File: src/rtl/sum_pkg.sv
// ============================================================================
// Module      : sum_pkg
// Description : Shared definitions for the sum100 range-sum / range-solver
//               blocks: default operand widths, solver state encoding and
//               the max-term helper.
// Revision    : 1.0 - initial release
// ============================================================================
`default_nettype none

package sum_pkg;

    // Default operand widths; 0..255 summed is 32640, which fits in 17 bits.
    localparam int unsigned VAL_W_DEF = 8;
    localparam int unsigned SUM_W_DEF = 17;

    typedef enum logic [1:0] {
        S_IDLE = 2'd0,
        S_RUN  = 2'd1,
        S_DONE = 2'd2
    } state_t;

    // Largest term representable in a w-bit operand.
    function automatic int unsigned max_term(input int unsigned w);
        return (32'd1 << w) - 32'd1;
    endfunction

    localparam int unsigned C_MAX_TERM = max_term(VAL_W_DEF);

endpackage

`default_nettype wire

File: src/rtl/sum_range_solver_if.sv
// ============================================================================
// Module      : sum_range_solver_if
// Description : Request/result bus of the range solver. The master issues
//               start/target requests and consumes stop/found/exact results;
//               the slave is the solver itself.
// Revision    : 1.0 - initial release
// ============================================================================
`default_nettype none

interface sum_range_solver_if #(
    parameter int unsigned VAL_W = 8,
    parameter int unsigned SUM_W = 17
);
    logic             in_valid;
    logic             in_ready;
    logic [VAL_W-1:0] start;
    logic [SUM_W-1:0] target;
    logic             out_valid;
    logic             out_ready;
    logic [VAL_W-1:0] stop;
    logic             found;
    logic             exact;

    modport master (
        output in_valid, start, target, out_ready,
        input  in_ready, out_valid, stop, found, exact
    );

    modport slave (
        input  in_valid, start, target, out_ready,
        output in_ready, out_valid, stop, found, exact
    );
endinterface

`default_nettype wire

File: src/rtl/sum_range_step.sv
// ============================================================================
// Module      : sum_range_step
// Description : One accumulation step of the range solver (combinational):
//               adds the current term and compares against the target.
// Revision    : 1.0 - initial release
// ============================================================================
`default_nettype none

module sum_range_step #(
    parameter int unsigned      VAL_W    = 8,
    parameter int unsigned      SUM_W    = 17,
    parameter logic [VAL_W-1:0] MAX_TERM = '1
) (
    input  wire logic [SUM_W-1:0] acc,
    input  wire logic [VAL_W-1:0] k,
    input  wire logic [SUM_W-1:0] target,
    output logic      [SUM_W-1:0] acc_next,
    output logic                  ge,
    output logic                  eq,
    output logic                  last
);

    // SUM_W is sized so the full 0..MAX_TERM series cannot wrap.
    assign acc_next = acc + SUM_W'(k);
    assign ge       = (acc_next >= target);
    assign eq       = (acc_next == target);
    assign last     = (k == MAX_TERM);

endmodule

`default_nettype wire

File: src/rtl/sum_range_solver.sv
// ============================================================================
// Module      : sum_range_solver
// Description : Finds the smallest stop >= start whose running sum
//               start+(start+1)+..+stop reaches a target, one term per clock.
//               Optional term counter output when SUM_RANGE_SOLVER_ITER_EN
//               is defined.
// Revision    : 1.0 - initial release
// ============================================================================
`default_nettype none

module sum_range_solver
    import sum_pkg::*;
#(
    parameter int unsigned VAL_W = VAL_W_DEF,
    parameter int unsigned SUM_W = SUM_W_DEF
) (
    input  wire logic           clk,
    input  wire logic           rst,
    sum_range_solver_if.slave   bus
`ifdef SUM_RANGE_SOLVER_ITER_EN
    ,
    output logic [VAL_W:0]      iter_cnt
`endif
);

    localparam logic [VAL_W-1:0] c_max_term = VAL_W'(max_term(VAL_W));

    state_t           r_state;
    logic [VAL_W-1:0] r_k;
    logic [SUM_W-1:0] r_target;
    logic [SUM_W-1:0] r_acc;
    logic             r_in_ready;
    logic             r_out_valid;
    logic [VAL_W-1:0] r_stop;
    logic             r_found;
    logic             r_exact;
`ifdef SUM_RANGE_SOLVER_ITER_EN
    logic [VAL_W:0]   r_iter_cnt;
`endif

    logic [SUM_W-1:0] w_acc_next;
    logic             w_ge;
    logic             w_eq;
    logic             w_last;

    sum_range_step #(
        .VAL_W    (VAL_W),
        .SUM_W    (SUM_W),
        .MAX_TERM (c_max_term)
    ) u_step (
        .acc      (r_acc),
        .k        (r_k),
        .target   (r_target),
        .acc_next (w_acc_next),
        .ge       (w_ge),
        .eq       (w_eq),
        .last     (w_last)
    );

    // Solver FSM: accept in IDLE, add one term per RUN cycle, hold result in DONE.
    always_ff @(posedge clk or negedge rst) begin
        if (!rst) begin
            r_state     <= S_IDLE;
            r_k         <= '0;
            r_target    <= '0;
            r_acc       <= '0;
            r_in_ready  <= 1'b1;
            r_out_valid <= 1'b0;
            r_stop      <= '0;
            r_found     <= 1'b0;
            r_exact     <= 1'b0;
`ifdef SUM_RANGE_SOLVER_ITER_EN
            r_iter_cnt  <= '0;
`endif
        end else begin
            unique case (r_state)
                S_IDLE: begin
                    if (bus.in_valid) begin
                        r_k        <= bus.start;
                        r_target   <= bus.target;
                        r_acc      <= '0;
                        r_in_ready <= 1'b0;
                        r_state    <= S_RUN;
`ifdef SUM_RANGE_SOLVER_ITER_EN
                        r_iter_cnt <= '0;
`endif
                    end
                end
                S_RUN: begin
`ifdef SUM_RANGE_SOLVER_ITER_EN
                    r_iter_cnt <= r_iter_cnt + 1'b1;
`endif
                    if (w_ge) begin
                        r_stop      <= r_k;
                        r_found     <= 1'b1;
                        r_exact     <= w_eq;
                        r_out_valid <= 1'b1;
                        r_state     <= S_DONE;
                    end else if (w_last) begin
                        // Ran out of terms without reaching the target.
                        r_stop      <= r_k;
                        r_found     <= 1'b0;
                        r_exact     <= 1'b0;
                        r_out_valid <= 1'b1;
                        r_state     <= S_DONE;
                    end else begin
                        r_acc <= w_acc_next;
                        r_k   <= r_k + 1'b1;
                    end
                end
                S_DONE: begin
                    if (bus.out_ready) begin
                        r_out_valid <= 1'b0;
                        r_in_ready  <= 1'b1;
                        r_state     <= S_IDLE;
                    end
                end
                default: begin
                    r_state     <= S_IDLE;
                    r_in_ready  <= 1'b1;
                    r_out_valid <= 1'b0;
                end
            endcase
        end
    end

    assign bus.in_ready  = r_in_ready;
    assign bus.out_valid = r_out_valid;
    assign bus.stop      = r_stop;
    assign bus.found     = r_found;
    assign bus.exact     = r_exact;
`ifdef SUM_RANGE_SOLVER_ITER_EN
    assign iter_cnt      = r_iter_cnt;
`endif

endmodule

`default_nettype wire
File: src/flat_wrapper.sv
// flat-port wrapper written by rule: the top's interface ports become plain ports
module sum_range_solver_flat import sum_pkg::*;
#(
    parameter int unsigned VAL_W = VAL_W_DEF,
    parameter int unsigned SUM_W = SUM_W_DEF
)
  (clk, rst, bus_in_valid, bus_start, bus_target, bus_out_ready, bus_in_ready, bus_out_valid, bus_stop, bus_found, bus_exact);
  sum_range_solver_if #(.VAL_W(VAL_W), .SUM_W(SUM_W)) bus_i ();
  input  wire logic clk;
  input  wire logic rst;
  input wire logic [$bits(bus_i.in_valid)-1:0] bus_in_valid;
  input wire logic [$bits(bus_i.start)-1:0] bus_start;
  input wire logic [$bits(bus_i.target)-1:0] bus_target;
  input wire logic [$bits(bus_i.out_ready)-1:0] bus_out_ready;
  output wire logic [$bits(bus_i.in_ready)-1:0] bus_in_ready;
  output wire logic [$bits(bus_i.out_valid)-1:0] bus_out_valid;
  output wire logic [$bits(bus_i.stop)-1:0] bus_stop;
  output wire logic [$bits(bus_i.found)-1:0] bus_found;
  output wire logic [$bits(bus_i.exact)-1:0] bus_exact;
  assign bus_i.in_valid = bus_in_valid;
  assign bus_i.start = bus_start;
  assign bus_i.target = bus_target;
  assign bus_i.out_ready = bus_out_ready;
  assign bus_in_ready = bus_i.in_ready;
  assign bus_out_valid = bus_i.out_valid;
  assign bus_stop = bus_i.stop;
  assign bus_found = bus_i.found;
  assign bus_exact = bus_i.exact;
  sum_range_solver #(.VAL_W(VAL_W), .SUM_W(SUM_W)) u_core (.clk(clk), .rst(rst), .bus(bus_i));
endmodule
File: config.mk
export PLATFORM = sky130hd
export DESIGN_NAME = sum_range_solver_flat
export DESIGN_NICKNAME = d
export VERILOG_FILES = /design/src/rtl/sum_pkg.sv /design/src/rtl/sum_range_solver_if.sv /design/src/rtl/sum_range_step.sv /design/src/rtl/sum_range_solver.sv /design/src/flat_wrapper.sv
export SDC_FILE = /design/constraint.sdc
export NUM_CORES = 1
export LEC_CHECK = 0
export ABC_CLOCK_PERIOD_IN_PS = 9810
export BUFFER_PORTS_ARGS = -buffer_cell sky130_fd_sc_hd__buf_2
export CAP_MARGIN = 20
export CORE_UTILIZATION = 41
export DETAILED_ROUTE_END_ITERATION = 8
export HOLD_SLACK_MARGIN = 0.12
export SLEW_MARGIN = 20
export SYNTH_ARGS = -nofsm -noshare
export SYNTH_HDL_FRONTEND = slang
export SYNTH_SLANG_ARGS = --single-unit
File: constraint.sdc
create_clock -name clk -period 9.81 [get_ports clk]
set_input_delay 0.4905 -clock clk [delete_from_list [all_inputs] [get_ports clk]]
set_output_delay 0.4905 -clock clk [all_outputs]
set_load 0.02 [all_outputs]
==> out/summary.txt, run 1 <==
Slew HR: 0.425
Status: complete, no violations
Diodes inserted: 0
Final setup viols: 0
Vias in the first global route: 2592
Slew Limit Fails: 0
Worst vdd ir: 0.000149 V
Mapped Nets: 402
Clock buffer depth: 2
Crit path max fanout: 11
IO Pins: 41
Final TNS setup: 0 ps
Worst slew pin tran: 862 ps
Post-CTS Hold Fix Bufs: 0
Core area: 7850 µm²
Cell Area, Synth: 3390 µm²
All-layer global routing usage: 0.188
Placement Setup Slack: 4960 ps
Clk slew on worst S/H paths: 100 ps
Main flop type after synthesis: dfrtp_1
Fin Clk Skew: 9.55 ps
Routed vias/inst: 5.36
I/O Buffers: 40
Post-route setup slack: 4990 ps
F_max: 0.207 GHz
DP Cell Count: 477
Synthesized flop and latch total: 56
Crit start category: register
P_leak: 1.84 nW
Post-synth cell types: 60
PwrDens: 405 nW/µm²
Fraction of registers with async set/reset: 1.00
Final instance area: 3760 µm²
Row count: 32
Most used cell, CP: ha_1
TritonCTS Buffers: 5
Worst path required time: 10010 ps
Area after DPL: 3660 µm²
DRT iter0 DRCs: 114
Sw Ratio: 0.478
Critical-path top delay cell: a21oi_1
First-pass GRT wire length: 12600 µm
Crit path DAT: 5020 ps
Sequential area share after synthesis: 0.413
Area delta synth->final: 10.8%
Flip-flop and latch area: 1400 µm²
Hold crit path type: in2async
Critical path class: reg2reg
Drt wl/cell: 15.5 µm
Number of max-cap violations: 0
Slowest stage delay, CP: 670 ps
Resize count post-CTS: 0
Clk Latency, worst-skew pair: 320 ps
Cell family with the largest share of critical-path delay: compound AO/OA/AOI/OAI gates
Post-DP HPWL: 5530 µm
Remaining DRCs: 0
Area of the multi-input gates: 1810 µm²
Share of cells above drive strength 1: 0.206
Crit path buf inv count: 1
CTS sink count: 56
Initial antenna violation count: 0
Nets: 438
Logic pwr share: 0.632
Post-Route WL: 7510 µm
Post-synth EDFFs: 0
Initial core utilization: 0.433
Detailed-route via count: 2602
Crit path time final: 4820 ps
CTS tree: yes
Crit-path cells: ha_1, inv_1, fa_1, nor2b_1, o2111ai_1, nand2_1, a21oi_1, nor3_1, or2_2, ha_1, nand4_1, nor4_1, o21bai_1, and3_4, a21oi_2, mux2_2
Fin crit share: 0.492
GRT Residual Overflow: 0
Die area: 8650 µm²
Switching pwr: 0.727 mW
DIE WIDTH: 93.0 µm
Most frequent cells in the layout: dfrtp_1 (55), nand2_1 (42), buf_2 (40)
Sequential share of power: 0.277
Critical Path End Type: register
FILL cells: 802
Most common cell after layout, fill and taps aside: dfrtp_1
Setup bufs post-CTS: 0
Clk pwr share: 0.091
Die Height: 93.0 µm
Pre-antenna DRT Iters: 4
Internal: 0.795 mW
# H-tree levels: 2
Clk root buf: clkbuf_8
Synthesized area per cell: 9.81 µm²
Gp weighted congestion: 0.823
Hold Fails Final Rpt: 0
RSZ-0062 raised after global routing: no
Syn. warnings: 0
Largest net degree at the start of global routing: 57
Synth Instances: 346
Non-filler cells, final: 485
Final ANT Viol Nets: 0
[final timing paths]
kind                                             end                  from  slack [ps]  cells past startpoint
worst max-delay path              u_core.bus.stop[0]         u_core.r_k[0]        4990                     16
worst min-delay path              u_core.r_target[1]                   rst         310                      2
worst max register to register    u_core.bus.stop[0]         u_core.r_k[0]        4990                     16
worst min register to register  u_core.bus.out_valid  u_core.bus.out_valid         480                      1
max in group asynchronous         u_core.bus.stop[0]                   rst        9030                      2
min in group clk                  u_core.r_target[0]         bus_target[0]         370                      3
[sequential cells by signal, indices dropped and copies added (netlist names)]
name	cells
u_core.r_k	8
u_core.r_state	2
u_core.r_acc	17
u_core.bus.in_ready	1
u_core.bus.found	1
u_core.r_target	17
u_core.bus.stop	8
u_core.bus.exact	1
u_core.bus.out_valid	1
[synth_stat cells (2+ instances only)]
cell	n	area, µm²
a211o_1	2	17.5
a211oi_1	3	22.5
a211oi_2	2	25.0
a21o_1	9	67.6
a21oi_1	13	65.1
a221o_1	2	20.0
a221oi_2	2	30.0
a31oi_1	5	31.3
and2_1	2	12.5
and3_1	8	50.1
and3_4	3	33.8
and4_1	2	17.5
buf_2	2	10.0
buf_6	3	33.8
clkbuf_1	6	22.5
dfrtp_1	55	1380
ha_1	26	325
inv_1	26	97.6
mux2_2	2	22.5
mux2_4	6	90.1
mux2i_1	2	20.0
nand2_1	42	158
nand2b_1	4	25.0
nand3_1	15	75.1
nand4_1	5	31.3
nor2_1	10	37.5
nor2b_1	2	12.5
nor3_1	6	30.0
nor4_1	2	12.5
nor4_2	2	25.0
o21a_1	5	37.5
o21ai_0	28	140
o21bai_1	3	22.5
o32ai_1	2	17.5
or2_2	2	12.5
xnor2_1	8	70.1
xor2_1	6	52.6
[routing by layer]
| layer | GRT usage | up-vias | routed length (µm) |
|---|---|---|---|
| li1 | - | 1308 | - |
| met1 | 0.248 | 1226 | 3430 |
| met2 | 0.317 | 57 | 3660 |
| met3 | 0.0285 | 11 | 296 |
| met4 | 0.0564 | 0 | 123 |
| met5 | 0 | - | 0 |
[worst register-to-register path, stage by stage, from the launching register on]
cell and delay [ps]:
dfrtp_1 470, ha_1 250, inv_1 80, fa_1 210, nor2b_1 80, o2111ai_1 250, nand2_1 130, a21oi_1 670
nor3_1 70, or2_2 310, ha_1 300, nand4_1 170, nor4_1 330, o21bai_1 170, and3_4 230, a21oi_2 600
mux2_2 420
[power by group through the flow]
stage	Sequential, mW	Clock (mW)	Combinational, mW
after floorplan	0.428	0	0.749
after global placement	0.422	0	0.944
after detailed placement	0.424	0	0.968
after CTS	0.420	0.143	0.975
after global routing	0.435	0.150	1.10
final	0.421	0.139	0.962
[cell families (layout without fill, tap and decap cells)]
group | Yosys count | after routing | synth area share
buf+inv | 40 | 77 | 0.0527
simple gates | 111 | 111 | 0.175
flops | 56 | 56 | 0.413
xor+xnor | 14 | 14 | 0.0361
fa+ha+maj | 27 | 27 | 0.102
compound gates | 88 | 88 | 0.182
mux | 10 | 10 | 0.0391
[final cells by class]
class | instances | share of cell area
Sequential cell | 56 | 0.373
Inverter | 27 | 0.0276
Timing Repair Buffer | 42 | 0.0572
Clock buffer | 8 | 0.0266
Multi-Input combinational cell | 250 | 0.482
Tap cell | 102 | 0.0339
[per-stage QoR]
stage               hold slack [ps]  power (mW)   util
finish                          311        1.52  0.479
global route                    364        1.69  0.479
CTS                             340        1.54  0.479
detailed placement              467        1.39  0.467
global placement                460        1.37  0.467
floorplan                       195        1.18      -
(Power assumes the default switching activity.)
==> inputs of run 2 (changes only) <==
ABC_CLOCK_PERIOD_IN_PS = 5000   (was 9810)
clock period = 5 ns   (was 9.81 ns; I/O delays follow)
==> run 2 against run 1 <==
Against the previous run:
- combinational power grew 100%
- sequential power grew 98%
- worst setup slack lost 4400 ps
- utilization grew 1.1 points
- sequential cell count is the same
- maximum frequency grew 9.4%
- clock power grew 120%
- via count grew 1.3%
- routed wire length grew 0.49%
==> out/summary.txt, run 2 (synthesis results as in run 1) <==
DIE WIDTH: 93.0 µm
F_max: 0.227 GHz
Post-Route WL: 7550 µm
Hold Fails Final Rpt: 0
Worst path required time: 5210 ps
# H-tree levels: 2
Initial core utilization: 0.433
DRT iter0 DRCs: 142
Remaining DRCs: 0
Vias in the first global route: 2659
Row count: 32
Crit start category: register
I/O Buffers: 40
Min-delay src: bus_target[0]
RSZ-0062 raised after global routing: no
IO Pins: 41
FILL cells: 771
Final TNS setup: 0 ps
Share of cells above drive strength 1: 0.223
Diodes inserted: 0
Crit path time final: 4410 ps
PwrDens: 806 nW/µm²
Most frequent cells in the layout: dfrtp_1 (55), nand2_1 (42), buf_2 (40)
Gp weighted congestion: 0.824
Critical Path End Type: register
Area delta synth->final: 13.4%
Most common cell after layout, fill and taps aside: dfrtp_1
Clk root buf: clkbuf_8
Regs by FF count: u_core.r_acc (17), u_core.r_target (17)
Routed vias/inst: 5.35
Clk Latency, worst-skew pair: 310 ps
GRT Residual Overflow: 0
Drt wl/cell: 15.3 µm
Flip-flop and latch area: 1400 µm²
Detailed-route via count: 2637
Worst slew pin tran: 727 ps
Slew Limit Fails: 0
Die Height: 93.0 µm
All-layer global routing usage: 0.192
Crit path max fanout: 7
Fin crit share: 0.882
Slew HR: 0.515
Critical path class: reg2reg
TritonCTS Buffers: 5
Clk slew on worst S/H paths: 110 ps
Die area: 8650 µm²
DP Cell Count: 484
Area of the multi-input gates: 1810 µm²
Crit path DAT: 4620 ps
Resize count post-CTS: 0
CTS tree: yes
Status: complete, no violations
Largest net degree at the start of global routing: 57
Post-DP HPWL: 5530 µm
Number of max-cap violations: 0
Final ANT Viol Nets: 0
P_leak: 1.89 nW
Hold crit path type: in2reg
Fin Clk Skew: 6.72 ps
Initial antenna violation count: 0
Core area: 7850 µm²
Worst vdd ir: 0.000280 V
Worst reg2reg path depth: 17
Clock buffer depth: 2
Final setup viols: 0
End of the worst register-to-register path: u_core.bus.stop[2]
Nets: 446
Non-filler cells, final: 493
Pre-antenna DRT Iters: 7
Post-CTS Hold Fix Bufs: 1
WHS Path Cells: 3
CTS sink count: 56
R2r setup slk: 590 ps
Setup bufs post-CTS: 0
Hold worst-path end: u_core.r_target[0]
First-pass GRT wire length: 13100 µm
RR Startpoint: u_core.r_k[0]
## run 2: changes by cell type in the layout (fill, tap and decap cells not counted), sizes merged
cell         delta
bufinv          +1
clkbuf          -3
clkinvlp        +1
clkinv          +1
dlygate4sd3     +1
buf             +7
## run 2: layout make-up
type | instances | share of cell area
flip-flops and latches | 56 | 0.364
repair buffers | 50 | 0.0754
inverters | 27 | 0.0270
multi-input cells | 250 | 0.471
well taps | 102 | 0.0332
clock inverters | 3 | 0.0111
clock buffers | 5 | 0.0179
## run 2: how the worst max path moves through the flow
stage,startpoint,end,cells after the start
after global routing,u_core.r_k[0],u_core.bus.stop[2],17
after global placement,u_core.r_k[0],u_core.bus.stop[2],17
final,u_core.r_k[0],u_core.bus.stop[2],17
after detailed placement,u_core.r_k[0],u_core.bus.stop[1],17
after CTS,u_core.r_k[0],u_core.bus.stop[1],17
after floorplan,u_core.r_k[0],u_core.bus.stop[1],17
## run 2: metrics by stage
step / area, µm² / hold WS (ps) / setup WS (ps) / util / power [mW]
final: 3850 / 125 / 589 / 0.490 / 3.10
after global routing: 3850 / 120 / 102 / 0.490 / 3.42
after CTS: 3850 / 125 / 555 / 0.490 / 3.13
after detailed placement: 3730 / 450 / 584 / 0.475 / 2.80
after global placement: 3730 / 442 / 753 / 0.475 / 2.76
after floorplan: 3390 / -45.6 / 1280 / - / 2.31
## run 2: where the power goes
part	internal (mW)	switching, mW
combinational	0.834	1.13
clock	0.149	0.159
sequential	0.665	0.168
total	1.65	1.45
## run 2: worst max-delay path: stages (launching register included)
cell,delay [ps]
dfrtp_1,460
ha_1,220
inv_1,60
fa_1,400
nor2b_1,170
o2111ai_1,140
nand2_1,130
a21oi_1,180
o21a_1,240
or2_2,290
ha_1,300
nand4_1,160
nor4_1,320
o21bai_1,160
and3_4,210
a21oi_2,330
buf_4,220
mux2_4,300
## run 2: layer usage
layer	track usage	part of all wire	wire (µm)	vias up
met1	0.261	0.49	3670	1273
met3	0.0244	0.019	147	8
li1	-	-	-	1327
met2	0.325	0.48	3650	29
met5	0	0	0	-
met4	0.0487	0.011	85	0
